### src/rtl/router_rr_arbiter.sv
// router_rr_arbiter
//
// Output-port arbiter for a mesh router. Up to NPORTS input buffers (EAST,
// WEST, NORTH, SOUTH, LOCAL) compete for one output link. A winner keeps the
// link packet by packet. When other ports are waiting, a winner is forced to
// give up the link after INTERLEAVING_GRAIN owned cycles, so that one long
// packet cannot starve the rest. Winners are picked round-robin, starting
// just after the port that was served last.
//
// Ports
//   clock     rising-edge clock for all state
//   reset     asynchronous, active-low reset
//   req       per-port request: the input buffer holds a flit for this output
//   eop       per-port flag: the head flit of that buffer ends its packet
//   credit_i  the downstream port can accept a flit this cycle
//   grant     registered one-hot grant
//   owner     registered index of the granted port
//   busy      high while any grant bit is set
//   xfer      a flit moves this cycle (busy & req[owner] & credit_i)

module router_rr_arbiter #(
    parameter int NPORTS             = 5,
    parameter int INTERLEAVING_GRAIN = 10
) (
    input  logic              clock,
    input  logic              reset,
    input  logic [NPORTS-1:0] req,
    input  logic [NPORTS-1:0] eop,
    input  logic              credit_i,
    output logic [NPORTS-1:0] grant,
    output logic [2:0]        owner,
    output logic              busy,
    output logic              xfer
);

    // The grain counter needs to reach INTERLEAVING_GRAIN-1. It is kept at
    // least one bit wide so that a grain of 1 still gives a legal vector.
    // With a grain of 1 the counter stays at zero, and zero is also the
    // expiry value, so a contended grant changes hands every cycle.
    localparam int GW = (INTERLEAVING_GRAIN > 1) ? $clog2(INTERLEAVING_GRAIN) : 1;
    localparam logic [GW-1:0] GRAIN_LAST = GW'(INTERLEAVING_GRAIN - 1);
    localparam logic [2:0]    LAST_RESET = 3'(NPORTS - 1);

    typedef enum logic {
        IDLE,
        OWNED
    } state_t;

    state_t            state_q;
    logic [NPORTS-1:0] grant_q;
    logic [2:0]        owner_q;
    logic [2:0]        last_q;
    logic [GW-1:0]     grainCnt_q;

    logic              ownerReq;
    logic              ownerEop;
    logic [NPORTS-1:0] others;
    logic              anyOther;
    logic              grainHit;
    logic              releaseOwner;
    logic              eopRelease;
    logic [2:0]        idlePick;
    logic [2:0]        nextPick;

    // Round-robin search. The candidates are from+1, from+2, ... modulo
    // NPORTS, and 'from' itself comes last. The loop runs from the farthest
    // candidate to the nearest one, so the final write holds the nearest
    // requester. This avoids a priority chain with early exits.
    function automatic logic [2:0] rrPick(input logic [NPORTS-1:0] r,
                                          input logic [2:0]        from);
        logic [2:0] pick;
        int         p;
        pick = from;
        for (int k = NPORTS; k >= 1; k--) begin
            p = (int'(from) + k) % NPORTS;
            if (|(r & (NPORTS'(1) << p))) begin
                pick = 3'(p);
            end
        end
        return pick;
    endfunction

    function automatic logic [NPORTS-1:0] oneHot(input logic [2:0] idx);
        return NPORTS'(1) << idx;
    endfunction

    // The grant is one-hot. Masking req and eop with it reads the owner's
    // bits without indexing by owner_q, and this stays correct when nothing
    // is granted.
    assign ownerReq = |(grant_q & req);
    assign ownerEop = |(grant_q & eop);
    assign others   = req & ~grant_q;
    assign anyOther = |others;
    assign grainHit = (grainCnt_q == GRAIN_LAST);

    // xfer depends only on the registered grant and on the current inputs.
    // Arbitration therefore never adds a cycle to a flit's path.
    assign busy = |grant_q;
    assign xfer = busy & ownerReq & credit_i;

    // The release causes are ORed together. This gives one re-arbitration
    // per cycle, even when an eop, a dropped request and a grain expiry
    // happen in the same cycle.
    assign eopRelease   = xfer & ownerEop;
    assign releaseOwner = eopRelease | ~ownerReq | (grainHit & anyOther);

    // In IDLE the search starts after the last-served port. When a grant is
    // handed over, the search starts after the current owner, and the owner
    // is already masked out of 'others'.
    assign idlePick = rrPick(req, last_q);
    assign nextPick = rrPick(others, owner_q);

    // Arbiter FSM. A release with another port waiting goes straight to the
    // next owner, so there is no idle bubble. The owner keeps the link only
    // after an eop on a buffer that still holds a request. Grain expiry with
    // nobody waiting restarts the count and does not switch the grant.
    always_ff @(posedge clock or negedge reset) begin
        if (!reset) begin
            state_q    <= IDLE;
            grant_q    <= '0;
            owner_q    <= '0;
            last_q     <= LAST_RESET;
            grainCnt_q <= '0;
        end else begin
            case (state_q)
                IDLE: begin
                    if (|req) begin
                        state_q    <= OWNED;
                        grant_q    <= oneHot(idlePick);
                        owner_q    <= idlePick;
                        last_q     <= idlePick;
                        grainCnt_q <= '0;
                    end
                end
                OWNED: begin
                    if (releaseOwner) begin
                        if (anyOther) begin
                            grant_q    <= oneHot(nextPick);
                            owner_q    <= nextPick;
                            last_q     <= nextPick;
                            grainCnt_q <= '0;
                        end else if (eopRelease) begin
                            grainCnt_q <= '0;
                        end else begin
                            state_q    <= IDLE;
                            grant_q    <= '0;
                            grainCnt_q <= '0;
                        end
                    end else if (grainHit) begin
                        grainCnt_q <= '0;
                    end else begin
                        grainCnt_q <= grainCnt_q + 1'b1;
                    end
                end
                default: begin
                    state_q <= IDLE;
                    grant_q <= '0;
                end
            endcase
        end
    end

    assign grant = grant_q;
    assign owner = owner_q;

endmodule

### config.mk
export PLATFORM = sky130hd
export DESIGN_NAME = router_rr_arbiter
export DESIGN_NICKNAME = d
export VERILOG_FILES = /design/src/rtl/router_rr_arbiter.sv
export SDC_FILE = /design/constraint.sdc
export NUM_CORES = 1
export LEC_CHECK = 0
export CORE_MARGIN = 2
export CORE_UTILIZATION = 37
export CTS_CLUSTER_DIAMETER = 200
export DETAILED_ROUTE_END_ITERATION = 10
export HOLD_SLACK_MARGIN = 0.03
export SYNTH_ARGS = -nofsm -noshare
export SYNTH_HDL_FRONTEND = slang
export SYNTH_SLANG_ARGS = --single-unit
### constraint.sdc
create_clock -name clock -period 16.9 [get_ports clock]
set_clock_uncertainty 0.1 [all_clocks]
set_input_delay 1.69 -clock clock [delete_from_list [all_inputs] [get_ports clock]]
set_output_delay 1.69 -clock clock [all_outputs]
set_load 0.03 [all_outputs]
-- Word level (Yosys, flattened, before mapping)
Index checks and enable logic that the tools add are counted.
- bits in registers: 16
- input bits: 13
- output and inout bits: 10
- word-level logic and storage cells: 110
- $add $sub $neg: 11
- div/mod/pow operators: 10
- eq/ne operators: 5
- shift-type cells: 12
- multiplexer cells: 28
- bitwise gates (word level): 22
- reduce and logical (&&, ||, !) cells: 17
- operators with widths (operator ; number):
    modulo 32 x 4 -> 32 bit, second input constant ; 10
    << shifter 1 x 32 -> 5 bit, first input constant ; 10
    OR reduction 5 bit ; 15
    bitwise AND 5 bit ; 13
    two-way mux 3 bit ; 13
    two-way mux 5 bit ; 4
    adder 3 x 2 -> 4 bit, second input constant ; 4
    adder 3 x 3 -> 4 bit, second input constant ; 4
    two-way mux 4 bit ; 3
    case mux 5 bit (2 select lines) ; 1
    << shifter 1 x 3 -> 5 bit, first input constant ; 2
    adder 3 x 1 -> 4 bit, second input constant ; 2
    case mux 4 bit (2 select lines) ; 1
    case mux 3 bit (2 select lines) ; 1
    AND reduction 3 bit ; 2
    inverter 5 bit ; 1
    adder 4 x 1 -> 4 bit, second input constant ; 1
    bitwise AND 1 bit ; 4
    == test 4 bit, second input constant ; 1
    two-way mux 1 bit ; 4
    != test 2 x 1 -> 1 bit, second input constant ; 2
    != test 3 bit, second input constant ; 1
    != test 2 bit, second input constant ; 1
    inverter 1 bit ; 2
    other kinds (2) ; 3

-- Logic depth before layout (Yosys ltp)
Gate-level depths: netlist of the first run.
- depth after elaboration: 14
- depth in mapped cells: 24
- mapped depth without buffers: 18

-- Worst setup path after synthesis of the first run
Ideal clock, no wire load.
- path type: flip-flop to flip-flop
- from: reg owner_q[0], in the netlist owner[0]
- to: reg grant_q[0], in the netlist grant[0]
- setup time: 0.126 ns
- arrival time: 5.624 ns
- data required time: 16.674 ns
- slack: 11.050 ns
- cell stages (with the launch flop): 25
- buffers on the path: 9
- period minus slack after synthesis: 5.850 ns
- cells stage by stage: dfrtp_1 -> buf_4 -> buf_4 -> inv_1 -> buf_2 -> buf_2 -> clkbuf_1 -> ha_1 -> buf_2 -> buf_2 -> clkbuf_1 -> buf_2 -> xnor2_1 -> ha_1 -> and2b_1 -> o22ai_1 -> o22a_1 -> o32ai_4 -> and4bb_1 -> a31o_2 -> mux2i_1 -> a211o_1 -> a32oi_2 -> nor3b_1 -> a221o_1
- word-level cells in the longest chain between the ends: 14
- elaborated cells between the ends (all ways): 34
- those cells by class: add/sub (5); div (5); shift (6); mux (8); bitwise (5); reduce/logical (5)
- RTL lines (what ; RTL line ; RTL):
    start: declaration ; 51 ; logic [2:0] owner_q;
    start signal: assignment ; 130 ; owner_q <= idlePick;
    start signal: assignment ; 139 ; owner_q <= nextPick;
    adder 3 x 3 -> 4 bit ; 75 ; p = (int'(from) + k) % NPORTS;
    modulo 32 x 4 -> 32 bit ; 75 ;
    << shifter 1 x 32 -> 5 bit ; 76 ; if (|(r & (NPORTS'(1) << p))) begin
    bitwise AND 5 bit ; 76 ;
    OR reduction 5 bit ; 76 ;
    two-way mux 3 bit (4 in a row) ; 76 ;
    two-way mux 3 bit * ; 76 ;
    << shifter 1 x 3 -> 5 bit * ; 84 ; return NPORTS'(1) << idx;
    two-way mux 5 bit * ; 137 ; if (anyOther) begin
    two-way mux 5 bit * ; 136 ; if (releaseOwner) begin
    case mux 5 bit (2 select lines) * ; 125 ; case (state_q)
    end signal: assignment ; 129 ; grant_q <= oneHot(idlePick);
    end signal: assignment ; 138 ; grant_q <= oneHot(nextPick);
    end: declaration ; 50 ; logic [NPORTS-1:0] grant_q;
Every way passes the cells marked *; elsewhere a longest branch is shown, timed or not. The select of a mux whose other input is x is not followed.
A chain may end at the register's enable or synchronous reset.

-- Final worst setup path of the first run
- from: reg owner_q[1], in the netlist owner[1]
- to: reg grant_q[0], in the netlist grant[0]
Same word-level chain as after synthesis.

==> metrics.txt, run 1 <==
outcome complete, no violations; vias in the first global route 5578; gpl congestion 0.887; Unique masters post-synth 112; type of origin of the critical path register; RSZ-0062 raised after global routing no; routed vias 6157; yosys warns 0; CTS resizes 0; Die Span X 128 um; crit-path cells buf_4 -> ha_1 -> buf_4 -> xor2_1 -> buf_4 -> ha_1 -> nor2_1 -> a21oi_1 -> xnor2_1 -> ha_1 -> and2b_1 -> o21ai_0 -> o32a_1 -> o32ai_4 -> and4bb_1 -> a31o_2 -> mux2i_1 -> a211o_1 -> a32oi_2 -> nor3b_1 -> a221o_1; area share of the largest cell type after synthesis 0.106; final hold viol count 0; area grow syn2layout 6.23%; fin. max-slew vios 0; Final ANT Viol Nets 0; drt pass-1 iters 5; setup TNS 0 ns; clock sinks 14; arrival time worst endpoint 5.85 ns; Netlist Area Pre-Place 0.00568 sq mm; initial antenna violation count 0; row cnt 45; Port Buf Inserts 22; post-synthesis sequential area ratio 0.0619; hold path cells 1; Global Route Usage Sum 0.211; vias per std cell 6.41; Mapped Nets 849; Post-Syn Instances 788; hold_sp grainCnt_q[3]; Tightest Pin Transition 1.07 ns; most frequent cell after synthesis nand2_1; total CTS buffers 3; Crit Path Max Fanout 22; CTS tree yes; CTS root buf clkbuf_16; die area 0.0164 sq mm; Synth Register Bits 14; CTS Hold Bufs 0; DRC viols 0; critical path type reg -> reg; max cap viols 0; Reg clk slew, reported paths 0.05 ns; Die H 128 um; top_reg_cell synth dfrtp_1; RR Endpoint grant[0]; first-pass GRT wire length 28900 um; post-route minimum period 5.82 ns; top cells by area, synth ha_1 (11%), dfrtp_1 (5.7%), nand2_1 (5.0%); clock buffer depth 2; initial core utilization 0.376; Worst R2R Start owner[1]; final design utilization 0.400; r2r worst-path depth 21; Slew headroom 0.274; Antenna diodes 0; Detailed Place HPWL 12800 um; hold crit path type reg -> reg; Final nets 834; H-tree Lvls 1; top achievable clock speed 172 MHz; GRT overflow 0; Tcrit/Tclk final 0.344; syn avg cell area 7.21 sq um; layout cells sized above 1 0.104; ys async rst share 1.00; routed length per instance 18.3 um; clock latency on the worst-skew pair 0.25 ns; required time worst endpoint 16.93 ns; slowest stage delay, CP 0.47 ns; largest net degree at the start of global routing 70; Synth area leader ha_1; core area 0.0151 sq mm; synth cell count leaders nand2_1 (76), o21ai_0 (55), a21oi_1 (51), ha_1 (48), nor2_1 (45); DRT iter0 DRCs 550; Critical Path End Type register; post-CTS setup buffer count 0; final wirelength 17600 um; worst hold endpoint grainCnt_q[3]; Crit-path slowest cell ha_1; I/O pins 23; final setup fails 0; flop-to-flop setup slack 11.08 ns; Post-synth EDFFs 0
-- layout by cell type, fill, tap and decap left out, types with 6 or more instances in the layout --
master,n
a2111oi_0,7
a21oi_1,51
a22oi_1,9
a311oi_1,6
a31o_2,6
a32oi_1,6
and2_1,12
and3_1,9
buf_4,9
clkdlybuf4s50_1,22
dfrtp_1,12
ha_1,47
inv_1,35
inv_2,8
mux2i_1,14
nand2_1,76
nand2b_1,31
nand3_1,22
nor2_1,45
nor2b_1,14
nor3_1,15
nor3b_1,6
o211a_1,6
o211ai_1,23
o21a_1,6
o21ai_0,55
o21ai_1,9
o221ai_1,7
o22ai_1,10
o31ai_1,10
or2_2,6
or3_1,8
xnor2_1,13
-- worst max-delay path by stage --
stage	startpoint	end	slack, ns	cells past startpoint
3_3_place_gp	req[0]	xfer	11.22	5
3_5_place_dp	owner[1]	grant[0]	11.14	21
5_1_grt	owner[1]	grant[0]	10.63	21
4_1_cts	owner[1]	grant[0]	11.13	21
6_report	owner[1]	grant[0]	11.08	21
2_1_floorplan	owner[0]	grant[0]	11.05	24
-- through the flow --
stage / worst slack (ns) / cell area [sq um] / instances / hold WS [ns]
2_1_floorplan: 11.05 / 5680 / 788 / 0.345
3_3_place_gp: 11.22 / 5940 / 956 / 0.366
3_5_place_dp: 11.14 / 5940 / 956 / 0.370
4_1_cts: 11.13 / 6030 / 960 / 0.383
5_1_grt: 10.63 / 6030 / 960 / 0.431
6_report: 11.08 / 6030 / 960 / 0.384
-- cells by family (layout without fill, tap and decap cells) --
group | Yosys count | in the layout | synth area share
muxes | 21 | 21 | 0.0445
AOI/OAI and AO/OA | 313 | 313 | 0.419
DFF | 14 | 14 | 0.0619
and+or+nand+nor | 278 | 278 | 0.260
adders and majority gates | 48 | 48 | 0.106
buffers and inverters | 96 | 80 | 0.0758
xor gates and xnor gates | 18 | 18 | 0.0337
-- metal layers --
metal	GRT usage	routed length, um
met1	0.306	8360
met2	0.343	7930
met3	0.0271	1090
met4	0.0271	190
met5	0	0
-- state kept, by name (all words and copies together), names as in the netlist --
signal / count
grainCnt_q: 4
grant: 5
last_q: 1
owner: 3
state_q: 1
-- critical path, delay by kind of cell (launching register included) --
family	cells	cell delay, ns
buf+inv	3	0.79
mux	1	0.12
flops	1	0.31
fa+ha+maj	3	0.97
simple gates	4	0.95
compound gates	8	2.11
xor+xnor	2	0.32
-- cell type report --
cell class              count  area [sq um]
clock buffers               4          88.8
fillers                  1594          9060
inverters                  45           169
multi-input cells         678          4900
flip-flops and latches     14           353
well taps                 188           235
repair buffers             31           288
Power of run 1 is not shown: default switching activity piles up to over one toggle a cycle in this logic, so the estimate is an artifact.
==> inputs of run 2 (changes only) <==
==> constraint.sdc (replaced) <==
create_clock -name clock -period 5.4 [get_ports clock]
set_clock_uncertainty 0.1 [all_clocks]
set_input_delay 0.54 -clock clock [delete_from_list [all_inputs] [get_ports clock]]
set_output_delay 0.54 -clock clock [all_outputs]
set_load 0.03 [all_outputs]
==> metrics.txt, run 2 (synthesized netlist as in run 1, its figures left out) <==
crit path from last_q[2]; Worst R2R Start last_q[2]; GRT overflow 0 (unchanged); Port Buf Inserts 22 (unchanged); largest net degree at the start of global routing 42 (-40%); final design utilization 0.411 (+0.0108); CTS tree yes; arrival time worst endpoint 5.14 ns (-0.71 ns); die area 0.0164 sq mm (unchanged); DRC viols 0 (unchanged); max cap viols 0 (unchanged); clock buffer depth 2 (unchanged); Global Route Usage Sum 0.219 (+0.00790); routed vias 6258 (+1.6%); vias per std cell 6.39 (-0.33%); fin. max-slew vios 0 (unchanged); worst hold endpoint grainCnt_q[3]; final setup fails 0 (unchanged); required time worst endpoint 5.43 ns (-11.50 ns); pre-CTS setup slack 0.388 ns (-10.75 ns); hold path cells 1 (unchanged); clock sinks 14 (unchanged); r2r worst-path depth 16 (-24%); hold crit path type reg -> reg; flop-to-flop setup slack 0.29 ns (-10.79 ns); row cnt 45 (unchanged); multi-input logic area 0.00492 sq mm (+0.41%); DRT iter0 DRCs 625 (+14%); Critical Path End Type register; setup TNS 0 ns (unchanged); top achievable clock speed 196 MHz (+14%); vias in the first global route 5663 (+1.5%); Crit Path Max Fanout 8 (-64%); Fill cells 1582 (-0.75%); Slew headroom 0.335 (+0.0605); Die H 128 um (unchanged); area grow syn2layout 9.10%; routed length per instance 18.5 um (+1.0%); Tightest Pin Transition 0.985 ns (-0.0895 ns); CTS root buf clkbuf_16; Final ANT Viol Nets 0 (unchanged); I/O pins 23 (unchanged); critical path type reg -> reg; outcome complete, no violations; drt pass-1 iters 6 (+1); clock latency on the worst-skew pair 0.25 ns (about the same); H-tree Lvls 1 (unchanged); number of flip-flops in the largest register 5 (unchanged); Antenna diodes 0 (unchanged); initial core utilization 0.376 (unchanged); RSZ-0062 raised after global routing no; Reg clk slew, reported paths 0.05 ns (about the same); commonest non-fill, non-tap cell in the layout nand2_1; Tcrit/Tclk final 0.946 (+0.601); Detailed Place HPWL 13500 um (+5.8%); most frequent cells in the layout nand2_1 (76), o21ai_0 (55), a21oi_1 (51); hold_sp grainCnt_q[3]; layout cells sized above 1 0.129 (+0.0253); Final nets 853 (+2.3%); final worst slack 0.294 ns (-10.79 ns); Die Span X 128 um (unchanged); Sequential cell area 353 sq um (unchanged); gpl congestion 0.886 (about the same); post-route minimum period 5.11 ns (-0.712 ns); initial antenna violation count 0 (unchanged); core area 0.0151 sq mm (unchanged); RR Endpoint grant[0]; total CTS buffers 3 (unchanged); CTS Hold Bufs 0 (unchanged); final hold viol count 0 (unchanged); first-pass GRT wire length 29700 um (+2.9%); final wirelength 18100 um (+3.0%); type of origin of the critical path register
==> run 2: cell count changes in the layout (fill, tap and decap cells not counted) <==
| cell | before | now |
|---|---|---|
| buf_4 | 9 | 28 |
| a31oi_1 | 4 | 3 |
| a31oi_2 | 1 | 2 |
| and2b_1 | 1 | 0 |
| and2b_2 | 0 | 1 |
| ha_1 | 47 | 46 |
| ha_4 | 0 | 1 |
==> run 2: how the worst max path moves through the flow <==
stage                    end  slack [ns]
finish              grant[0]        0.29
global route        grant[3]        0.02
CTS                 grant[0]        0.33
detailed placement  grant[0]        0.39
global placement    grant[0]        0.32
floorplan           grant[0]       0.007
==> run 2: timing repair <==
item | 4_1_cts | 5_1_grt
endpoints found under the hold margin | 0 | 0
buffers inserted | 0 | 0
endpoints found under the setup margin | 0 | 1
resized for setup | 0 | 1
==> run 2: layout make-up <==
cell class / count / share of cell area
clock buffer: 4 / 0.0143
inverter: 45 / 0.0273
multi-input combinational: 678 / 0.794
sequential: 14 / 0.0569
tap: 188 / 0.0380
timing repair buffer: 50 / 0.0695
==> run 2: routing by layer <==
metal | track usage | share of wire | vias to the layer above
li1 | - | - | 3033
met1 | 0.332 | 0.49 | 2984
met2 | 0.343 | 0.45 | 223
met3 | 0.0138 | 0.058 | 18
met4 | 0.0407 | 0.010 | 0
met5 | 0 | 0 | -
==> run 2: per-stage QoR <==
| step | cell area [sq um] | instances | hold WS (ns) |
|---|---|---|---|
| 2_1_floorplan | 5710 | 788 | 0.144 |
| 6_report | 6200 | 979 | 0.376 |
| 3_5_place_dp | 6100 | 975 | 0.372 |
| 3_3_place_gp | 6100 | 975 | 0.371 |
| 4_1_cts | 6190 | 979 | 0.381 |
| 5_1_grt | 6200 | 979 | 0.423 |
==> run 2: worst max-delay path, stage by stage, from the launching register on <==
cell	delay, ns
dfstp_2	0.68
inv_1	0.21
ha_1	0.31
a21oi_1	0.33
inv_1	0.20
ha_1	0.38
or4b_2	0.69
o311ai_2	0.18
o21a_1	0.25
o22ai_2	0.09
a22oi_1	0.30
a211oi_1	0.15
a211oi_1	0.24
o21ai_1	0.10
a32oi_2	0.36
nor2_1	0.09
a221o_1	0.32
Power of run 2 is left out for the same reason.
